File: src/rtl/id_ex_stage.sv
// ID/EX pipeline register for the five-stage RISC-V core.
// Captures decoded operands and control, applies MEM/WB operand forwarding
// to produce the ALU inputs, and flags load-use hazards for the hazard unit.
module id_ex_stage #(
   parameter int XLEN   = 32,
   parameter bit FWD_EN = 1'b1
) (
   input  logic            clk,
   input  logic            reset,
   input  logic            stall_e,
   input  logic            flush_e,
   input  logic            valid_d,
   input  logic [XLEN-1:0] rd1_d,
   input  logic [XLEN-1:0] rd2_d,
   input  logic [XLEN-1:0] imm_ext_d,
   input  logic [XLEN-1:0] pc_d,
   input  logic [XLEN-1:0] pc_plus4_d,
   input  logic [4:0]      rs1_d,
   input  logic [4:0]      rs2_d,
   input  logic [4:0]      rd_d,
   input  logic [2:0]      alu_control_d,
   input  logic            alu_src_d,
   input  logic            reg_write_d,
   input  logic            mem_write_d,
   input  logic            branch_d,
   input  logic            jump_d,
   input  logic [1:0]      result_src_d,
   input  logic [XLEN-1:0] alu_result_m,
   input  logic [XLEN-1:0] result_w,
   input  logic [4:0]      rd_m,
   input  logic [4:0]      rd_w,
   input  logic            reg_write_m,
   input  logic            reg_write_w,
   output logic [XLEN-1:0] src_a_e,
   output logic [XLEN-1:0] src_b_e,
   output logic [XLEN-1:0] write_data_e,
   output logic [2:0]      alu_control_e,
   output logic [XLEN-1:0] pc_target_e,
   output logic [XLEN-1:0] pc_plus4_e,
   output logic [4:0]      rd_e,
   output logic [4:0]      rs1_e,
   output logic [4:0]      rs2_e,
   output logic            reg_write_e,
   output logic            mem_write_e,
   output logic            branch_e,
   output logic            jump_e,
   output logic            valid_e,
   output logic [1:0]      result_src_e,
   output logic            lwstall
);

   logic [XLEN-1:0] rd1_q, rd2_q, imm_q, pc_q, pc_plus4_q;
   logic [4:0]      rs1_q, rs2_q, rd_q;
   logic [2:0]      alu_control_q;
   logic            alu_src_q, reg_write_q, mem_write_q, branch_q, jump_q, valid_q;
   logic [1:0]      result_src_q;

   logic [XLEN-1:0] fwd_a, fwd_b;

   // E-stage register: reset > flush (bubble) > stall (hold) > load
   always_ff @(posedge clk or posedge reset) begin
      if (reset) begin
         rd1_q         <= '0;
         rd2_q         <= '0;
         imm_q         <= '0;
         pc_q          <= '0;
         pc_plus4_q    <= '0;
         rs1_q         <= '0;
         rs2_q         <= '0;
         rd_q          <= '0;
         alu_control_q <= '0;
         alu_src_q     <= 1'b0;
         reg_write_q   <= 1'b0;
         mem_write_q   <= 1'b0;
         branch_q      <= 1'b0;
         jump_q        <= 1'b0;
         valid_q       <= 1'b0;
         result_src_q  <= '0;
      end else if (flush_e) begin
         rd1_q         <= '0;
         rd2_q         <= '0;
         imm_q         <= '0;
         pc_q          <= '0;
         pc_plus4_q    <= '0;
         rs1_q         <= '0;
         rs2_q         <= '0;
         rd_q          <= '0;
         alu_control_q <= '0;
         alu_src_q     <= 1'b0;
         reg_write_q   <= 1'b0;
         mem_write_q   <= 1'b0;
         branch_q      <= 1'b0;
         jump_q        <= 1'b0;
         valid_q       <= 1'b0;
         result_src_q  <= '0;
      end else if (!stall_e) begin
         rd1_q         <= rd1_d;
         rd2_q         <= rd2_d;
         imm_q         <= imm_ext_d;
         pc_q          <= pc_d;
         pc_plus4_q    <= pc_plus4_d;
         rs1_q         <= rs1_d;
         rs2_q         <= rs2_d;
         rd_q          <= rd_d;
         alu_control_q <= alu_control_d;
         alu_src_q     <= alu_src_d;
         // an invalid decode slot must never cause architectural side effects
         reg_write_q   <= reg_write_d & valid_d;
         mem_write_q   <= mem_write_d & valid_d;
         branch_q      <= branch_d & valid_d;
         jump_q        <= jump_d & valid_d;
         valid_q       <= valid_d;
         result_src_q  <= result_src_d;
      end
   end

   // Operand forwarding: MEM beats WB, x0 is never forwarded
   always_comb begin
      fwd_a = rd1_q;
      fwd_b = rd2_q;
      if (FWD_EN) begin
         if (reg_write_m && (rd_m != 5'd0) && (rd_m == rs1_q))
            fwd_a = alu_result_m;
         else if (reg_write_w && (rd_w != 5'd0) && (rd_w == rs1_q))
            fwd_a = result_w;
         if (reg_write_m && (rd_m != 5'd0) && (rd_m == rs2_q))
            fwd_b = alu_result_m;
         else if (reg_write_w && (rd_w != 5'd0) && (rd_w == rs2_q))
            fwd_b = result_w;
      end
   end

   assign src_a_e       = fwd_a;
   assign write_data_e  = fwd_b;
   assign src_b_e       = alu_src_q ? imm_q : fwd_b;
   assign pc_target_e   = pc_q + imm_q;
   assign pc_plus4_e    = pc_plus4_q;
   assign alu_control_e = alu_control_q;
   assign rd_e          = rd_q;
   assign rs1_e         = rs1_q;
   assign rs2_e         = rs2_q;
   assign reg_write_e   = reg_write_q;
   assign mem_write_e   = mem_write_q;
   assign branch_e      = branch_q;
   assign jump_e        = jump_q;
   assign valid_e       = valid_q;
   assign result_src_e  = result_src_q;

   // Load in E whose destination is read by the instruction in D
   assign lwstall = valid_q && (result_src_q == 2'b01) && (rd_q != 5'd0) &&
                    ((rd_q == rs1_d) || (rd_q == rs2_d));

endmodule

File: config.mk
export PLATFORM = sky130hd
export DESIGN_NAME = id_ex_stage
export DESIGN_NICKNAME = d
export VERILOG_FILES = /design/src/rtl/id_ex_stage.sv
export SDC_FILE = /design/constraint.sdc
export NUM_CORES = 1
export LEC_CHECK = 0
export CORE_MARGIN = 3
export CORE_UTILIZATION = 40
export CTS_BUF_LIST = sky130_fd_sc_hd__clkbuf_4 sky130_fd_sc_hd__clkbuf_8
export DETAILED_ROUTE_END_ITERATION = 7
export GPL_ROUTABILITY_DRIVEN = 0
export HOLD_SLACK_MARGIN = 0.06
export PLACE_DENSITY = 0.77
export SYNTH_ARGS = -nofsm -noshare
export SYNTH_HDL_FRONTEND = slang
export SYNTH_SLANG_ARGS = --single-unit
File: constraint.sdc
create_clock -name clk -period 5.8 [get_ports clk]
set_input_delay 0.58 -clock clk [delete_from_list [all_inputs] [get_ports clk]]
set_output_delay 0.58 -clock clk [all_outputs]
set_load 0.01 [all_outputs]
==> summary.txt, run 1 <==
average vias per placed instance: 5.33
core area: 0.0279 mm2
post-CTS sizing: 0
crit end category: primary output
CTS root buf: clkbuf_8
final hold vios: 0
post-synthesis cell area: 0.0113 mm2
first-pass iteration count of the detailed router: 7
setup slack, reg-to-reg: 4.50 ns
Port Buf Inserts: 451
Crit Path Class: reg2out
status: finished clean
most instantiated cells after synthesis: mux2i_1 (246), nor2_1 (206), dfrtp_1 (186)
setup TNS: 0 ns
async set or reset register ratio after synthesis: 1.00
min Tclk post-route: 4.30 ns
Die W: 174 um
die height: 174 um
Total GRT Usage: 0.264
syn nets: 1477
largest net degree at the start of global routing: 114
most used standard cell by instance count after synthesis: mux2i_1
Max FO, Critical Path: 4
LEAKAGE: 7.18 nW
initial DRC count: 806
Final Skew: 0 ns
startpoint type of the worst setup path: register
CTS tree: built
Skew-Pair Late Insertion Delay: 0.47 ns
Yosys cell types: 54
worst slew pin tran: 0.949 ns
Synth area leaders: dfrtp_1 (41%), mux2i_1 (22%), nor2_1 (6.8%)
Mapped Cells: 1179
ys flop type: dfrtp_1
Avg WL per Cell: 20.8 um
FILL cells: 2396
highest clock rate: 232 MHz
post-synthesis sequential area ratio: 0.410
Initial Util: 0.407
Tcrit/Tclk final: 0.742
CTS Sinks: 186
Multi-input gate area: 0.00635 mm2
H-tree depth: 4
Slew Viols, Final: 0
Reg-to-Reg Start: alu_src_q
EDFF count, synth: 0
Die Area: 0.0304 mm2
Longest Clk Path Bufs: 2
number of synthesized register bits: 186
Power Dens Cells: 201 mW/mm2
Worst slew margin: 0.363
number of remaining DRC errors: 0
share of cells above drive strength 1: 0.0563
row cnt: 61
Setup Fix Bufs, Post-CTS: 0
# hold bufs at CTS: 0
worst r2r path cells: 2
I/O pins: 452
first-pass GRT wire length: 62300 um
register area: 0.00466 mm2
total wire length: 41200 um
Clock transition at path regs: 0.13 ns
final setup vio count: 0
synth-to-layout area growth: 46.5%
CP required: 5.22 ns
Final Net Count: 1884
Synth warnings: 0
total CTS buffers: 17
Worst EP arrival: 3.72 ns
hold crit path type: reg2reg
unrepaired setup endpoints after global routing: false
Layout Utilization: 0.596
total gr overflow: 0
antenna violations before repair: 9
Via Count: 10600
synthesized area per cell: 9.62 um2
Reg2Reg Capture Point: alu_src_q
maximum VDD drop: 154 uV
hold path depth: 2
Detail Placement HPWL: 31700 um
DRT antenna net count: 0
HP Start: rd2_q[12]
Max Cap Violations: 0
vias in the first global route: 10400
Synth top area share: 0.410
worst hold endpoint: rd2_q[12]
largest area contributor in the netlist: dfrtp_1
[flip-flops by register name, indices dropped and copies added, names as in the netlist]
register / count
alu_src_q: 1
alu_control_e: 3
valid_e: 1
rd1_q: 32
rd2_q: 32
result_src_e: 2
pc_q: 32
rs2_e: 5
jump_e: 1
reg_write_e: 1
rd_e: 5
imm_q: 32
mem_write_e: 1
pc_plus4_e: 32
rs1_e: 5
branch_e: 1
[final cells by class]
type,count,share of cell area
multi-input cells,910,0.382
flip-flops and latches,186,0.280
repair buffers,462,0.279
well taps,378,0.0285
clock buffers,17,0.0141
clock inverters,15,0.0133
inverters,9,0.00249
diodes,3,0.000452
[where the power goes]
group / total [mW] / internal (mW) / leakage, nW / switching (mW)
registers: 1.44 / 1.37 / 2.47 / 0.0709
logic: 0.939 / 0.518 / 4.50 / 0.421
clock network: 0.960 / 0.354 / 0.218 / 0.605
[kinds of logic (layout without fill, tap and decap cells)]
group / count (synthesis) / in the layout / share of synthesized area
xor+xnor: 57 / 57 / 0.0440
simple gates: 362 / 362 / 0.134
mux: 279 / 279 / 0.250
flops: 186 / 186 / 0.410
fa+ha+maj: 32 / 32 / 0.0360
other cells: 0 / 3 / 0
compound gates: 180 / 180 / 0.0944
buf+inv: 83 / 503 / 0.0309
[cells in the final DEF (no fill, tap or decap), types with 14 or more instances in the layout]
cell               n
a21oi_1           34
clkbuf_8          17
clkdlybuf4s50_1  449
dfrtp_1          185
ha_1              31
mux2_2            32
mux2i_1          246
nand2_1           98
nand3_1           14
nor2_1           206
nor3_1            15
o21ai_0           59
o21ai_1           30
xnor2_1           35
xor2_1            22
[critical path, cell delays in order, from the launching register on]
cell             delay, ns
dfrtp_1               0.46
ha_1                  0.27
fa_1                  0.42
a21oi_1               0.29
nor3_1                0.17
o21ba_2               0.25
o211ai_1              0.22
or4b_1                0.45
o311ai_0              0.12
clkdlybuf4s50_1       0.62
[routing by layer]
metal	routed length (um)	GRT usage
met5	67	0
met4	1120	0.0808
met3	3250	0.0732
met2	20200	0.442
met1	16600	0.333
[worst max-delay path by stage]
stage / start / end / slack, ns / cells past startpoint
final: imm_q[0] / pc_target_e[16] / 1.50 / 9
after global routing: imm_q[0] / pc_target_e[22] / 1.36 / 9
after CTS: imm_q[0] / pc_target_e[16] / 1.50 / 9
after detailed placement: rd_w[0] / src_b_e[31] / 1.51 / 9
after global placement: rd_w[0] / src_b_e[13] / 1.54 / 9
after floorplan: reset / alu_control_e[0] / 0.16 / 1
[per-stage QoR]
step / power (mW) / cells / setup slack [ns] / hold slack, ns / cell area, um2
5_1_grt: 3.50 / 1979 / 1.36 / 0.567 / 16600
6_report: 3.34 / 1980 / 1.50 / 0.535 / 16600
2_1_floorplan: 1.87 / 1179 / 0.163 / 0.489 / 11300
3_5_place_dp: 2.40 / 1945 / 1.51 / 0.512 / 16200
4_1_cts: 3.37 / 1977 / 1.50 / 0.541 / 16600
3_3_place_gp: 2.39 / 1945 / 1.54 / 0.502 / 16200
Note: power is estimated with default switching activity, not from simulation.
==> run 2, diff against run 1 <==
==> constraint.sdc (replaced) <==
create_clock -name clk -period 3.6 [get_ports clk]
set_input_delay 0.36 -clock clk [delete_from_list [all_inputs] [get_ports clk]]
set_output_delay 0.36 -clock clk [all_outputs]
set_load 0.01 [all_outputs]
==> run 2 against run 1 <==
Compared with the run above:
- clock skew unchanged
- setup slack worse by 1.5 ns
- global-route usage up 1.1 points
- via count up 4.0%
- final cell count up 1.2%
- combinational power up 67%
- register-to-register slack worse by 2.3 ns
- design area up 2.7%
- wire length up 4.7%
- worst hold slack worse by 0.24 ns
- non-clock buffer count up 24
- critical path type is now in2out
- critical endpoint is now src_b_e[24]
- largest power group unchanged
==> summary.txt, run 2 (synthesis gave the netlist of run 1 again) <==
number of remaining DRC errors: 0 (unchanged)
worst slew pin tran: 0.981 ns (was 0.949 ns)
setup slack, reg-to-reg: 2.21 ns (was 4.50 ns)
most frequent cells in the layout: clkdlybuf4s50_1 (439), mux2i_1 (244), nor2_1 (206) (was clkdlybuf4s50_1 (449), mux2i_1 (246), nor2_1 (206))
Total GRT Usage: 0.275 (was 0.264)
Skew-Pair Late Insertion Delay: 0.48 ns (was 0.47 ns)
Clock transition at path regs: 0.13 ns (about the same)
total wire length: 43200 um (was 41200 um)
setup TNS: 0 ns (unchanged)
first-pass GRT wire length: 65200 um (was 62300 um)
# hold bufs at CTS: 0 (unchanged)
highest clock rate: 281 MHz
total CTS buffers: 17 (unchanged)
Worst EP arrival: 3.20 ns (was 3.72 ns)
hold_ws: 0.299 ns (was 0.535 ns)
initial DRC count: 822 (was 806)
register area: 0.00466 mm2 (about the same)
CTS tree: built (unchanged)
H-tree depth: 4 (unchanged)
worst hold endpoint: rd1_q[10] (was rd2_q[12])
Final Skew: 0 ns (unchanged)
hold crit path type: in2reg (was reg2reg)
largest net degree at the start of global routing: 81 (was 114)
synth-to-layout area growth: 50.4% (was 46.5%)
final hold vios: 0 (unchanged)
antenna violations before repair: 6 (was 9)
maximum VDD drop: 227 uV (was 154 uV)
Multi-input gate area: 0.00655 mm2 (was 0.00635 mm2)
hold path depth: 2 (unchanged)
most common cell after layout, fill and taps aside: clkdlybuf4s50_1 (unchanged)
HP Start: flush_e (was rd2_q[12])
share of cells above drive strength 1: 0.0991 (was 0.0563)
DRT antenna net count: 0 (unchanged)
Port Buf Inserts: 451 (unchanged)
average vias per placed instance: 5.48 (was 5.33)
LEAKAGE: 7.39 nW (was 7.18 nW)
Slew Viols, Final: 0 (unchanged)
crit end category: primary output (unchanged)
Crit Path Class: in2out (was reg2out)
Avg WL per Cell: 21.5 um (was 20.8 um)
Longest Clk Path Bufs: 2 (unchanged)
final setup vio count: 0 (unchanged)
Reg2Reg Capture Point: alu_src_q (unchanged)
total gr overflow: 0 (unchanged)
I/O pins: 452 (unchanged)
core area: 0.0279 mm2 (unchanged)
startpoint type of the worst setup path: input port (was register)
worst r2r path cells: 2 (unchanged)
CTS root buf: clkbuf_8 (unchanged)
pre-CTS setup slack: -0.00293 ns (was 1.51 ns)
Detail Placement HPWL: 32800 um (was 31700 um)
Power Dens Cells: 319 mW/mm2 (was 201 mW/mm2)
Layout Utilization: 0.612 (was 0.596)
Via Count: 11000 (was 10600)
Initial Util: 0.407 (unchanged)
Max Cap Violations: 0 (unchanged)
Max FO, Critical Path: 14 (was 4)
Tcrit/Tclk final: 0.990
worst setup margin: 0.0355 ns (was 1.50 ns)
die height: 174 um (unchanged)
Reg-to-Reg Start: alu_src_q (unchanged)
CTS Sinks: 186 (unchanged)
first-pass iteration count of the detailed router: 5 (was 7)
min Tclk post-route: 3.56 ns
CP required: 3.24 ns (was 5.22 ns)
Die W: 174 um (unchanged)
Worst slew margin: 0.346 (was 0.363)
vias in the first global route: 11100 (was 10400)
status: finished clean (unchanged)
Die Area: 0.0304 mm2 (unchanged)
FILL cells: 2283 (was 2396)
Final Net Count: 1909 (was 1884)
row cnt: 61 (unchanged)
[run 2: cell count changes in the layout (fill, tap and decap cells not counted), moves of 7 or more]
| cell | delta |
|---|---|
| a21oi_1 | -8 |
| ha_2 | +8 |
| clkdlybuf4s50_1 | -10 |
| o21ai_2 | +14 |
| buf_4 | +15 |
| ha_1 | -8 |
| a21oi_2 | +7 |
| o21ai_1 | -11 |
[run 2: through the flow]
stage / std cells / power [mW] / area, um2
after floorplan: 1179 / 3.01 / 11300
after global placement: 1957 / 3.87 / 16300
after detailed placement: 1957 / 3.90 / 16300
after CTS: 1992 / 5.46 / 16900
after global routing: 2003 / 5.69 / 17100
final: 2003 / 5.44 / 17100
[run 2: where the power goes]
group	switching, mW	internal [mW]	leakage, nW	total (mW)
Combinational	0.712	0.857	4.71	1.57
Clock	0.992	0.559	0.212	1.55
Sequential	0.114	2.20	2.47	2.32
[run 2: worst max-delay path by stage]
stage | startpoint | endpoint | cells after the start
after detailed placement | rd_w[1] | src_b_e[14] | 9
final | rd_w[2] | src_b_e[24] | 10
after CTS | pc_q[2] | pc_target_e[27] | 8
after floorplan | reset | alu_control_e[0] | 1
after global placement | rd_w[1] | src_b_e[14] | 9
after global routing | imm_q[4] | pc_target_e[13] | 8
[run 2: what timing repair did]
item                                    in CTS  in global routing
resized for setup                           28                 41
pin swaps                                    9                  9
buffers inserted                             2                  9
hold endpoints to repair                     0                  0
endpoints found under the setup margin      37                 48
gates cloned                                 1                  1
[run 2: worst max-delay path, cell delays in order]
cell and delay (ns):
clkdlybuf4s50_1 0.46, or4_4 0.55, o21ai_4 0.20, nor4_4 0.07
buf_4 0.16, buf_6 0.19, mux2i_1 0.14, o21ai_1 0.29
mux2_2 0.23, clkdlybuf4s50_1 0.53
[run 2: final cells by class]
class,count,share of cell area
diodes,1,0.000147
clock buffers,17,0.0137
clock inverters,15,0.0120
inverters,9,0.00220
multi-input cells,911,0.384
flip-flops and latches,186,0.273
well taps,378,0.0277
repair buffers,486,0.287
[run 2: per-layer routing]
layer / global-route usage / vias up / wire length [um]
met5: 0 / - / 50
met4: 0.0801 / 10 / 1310
met3: 0.0721 / 83 / 3320
met2: 0.466 / 520 / 21200
met1: 0.346 / 5373 / 17300
li1: - / 4995 / -
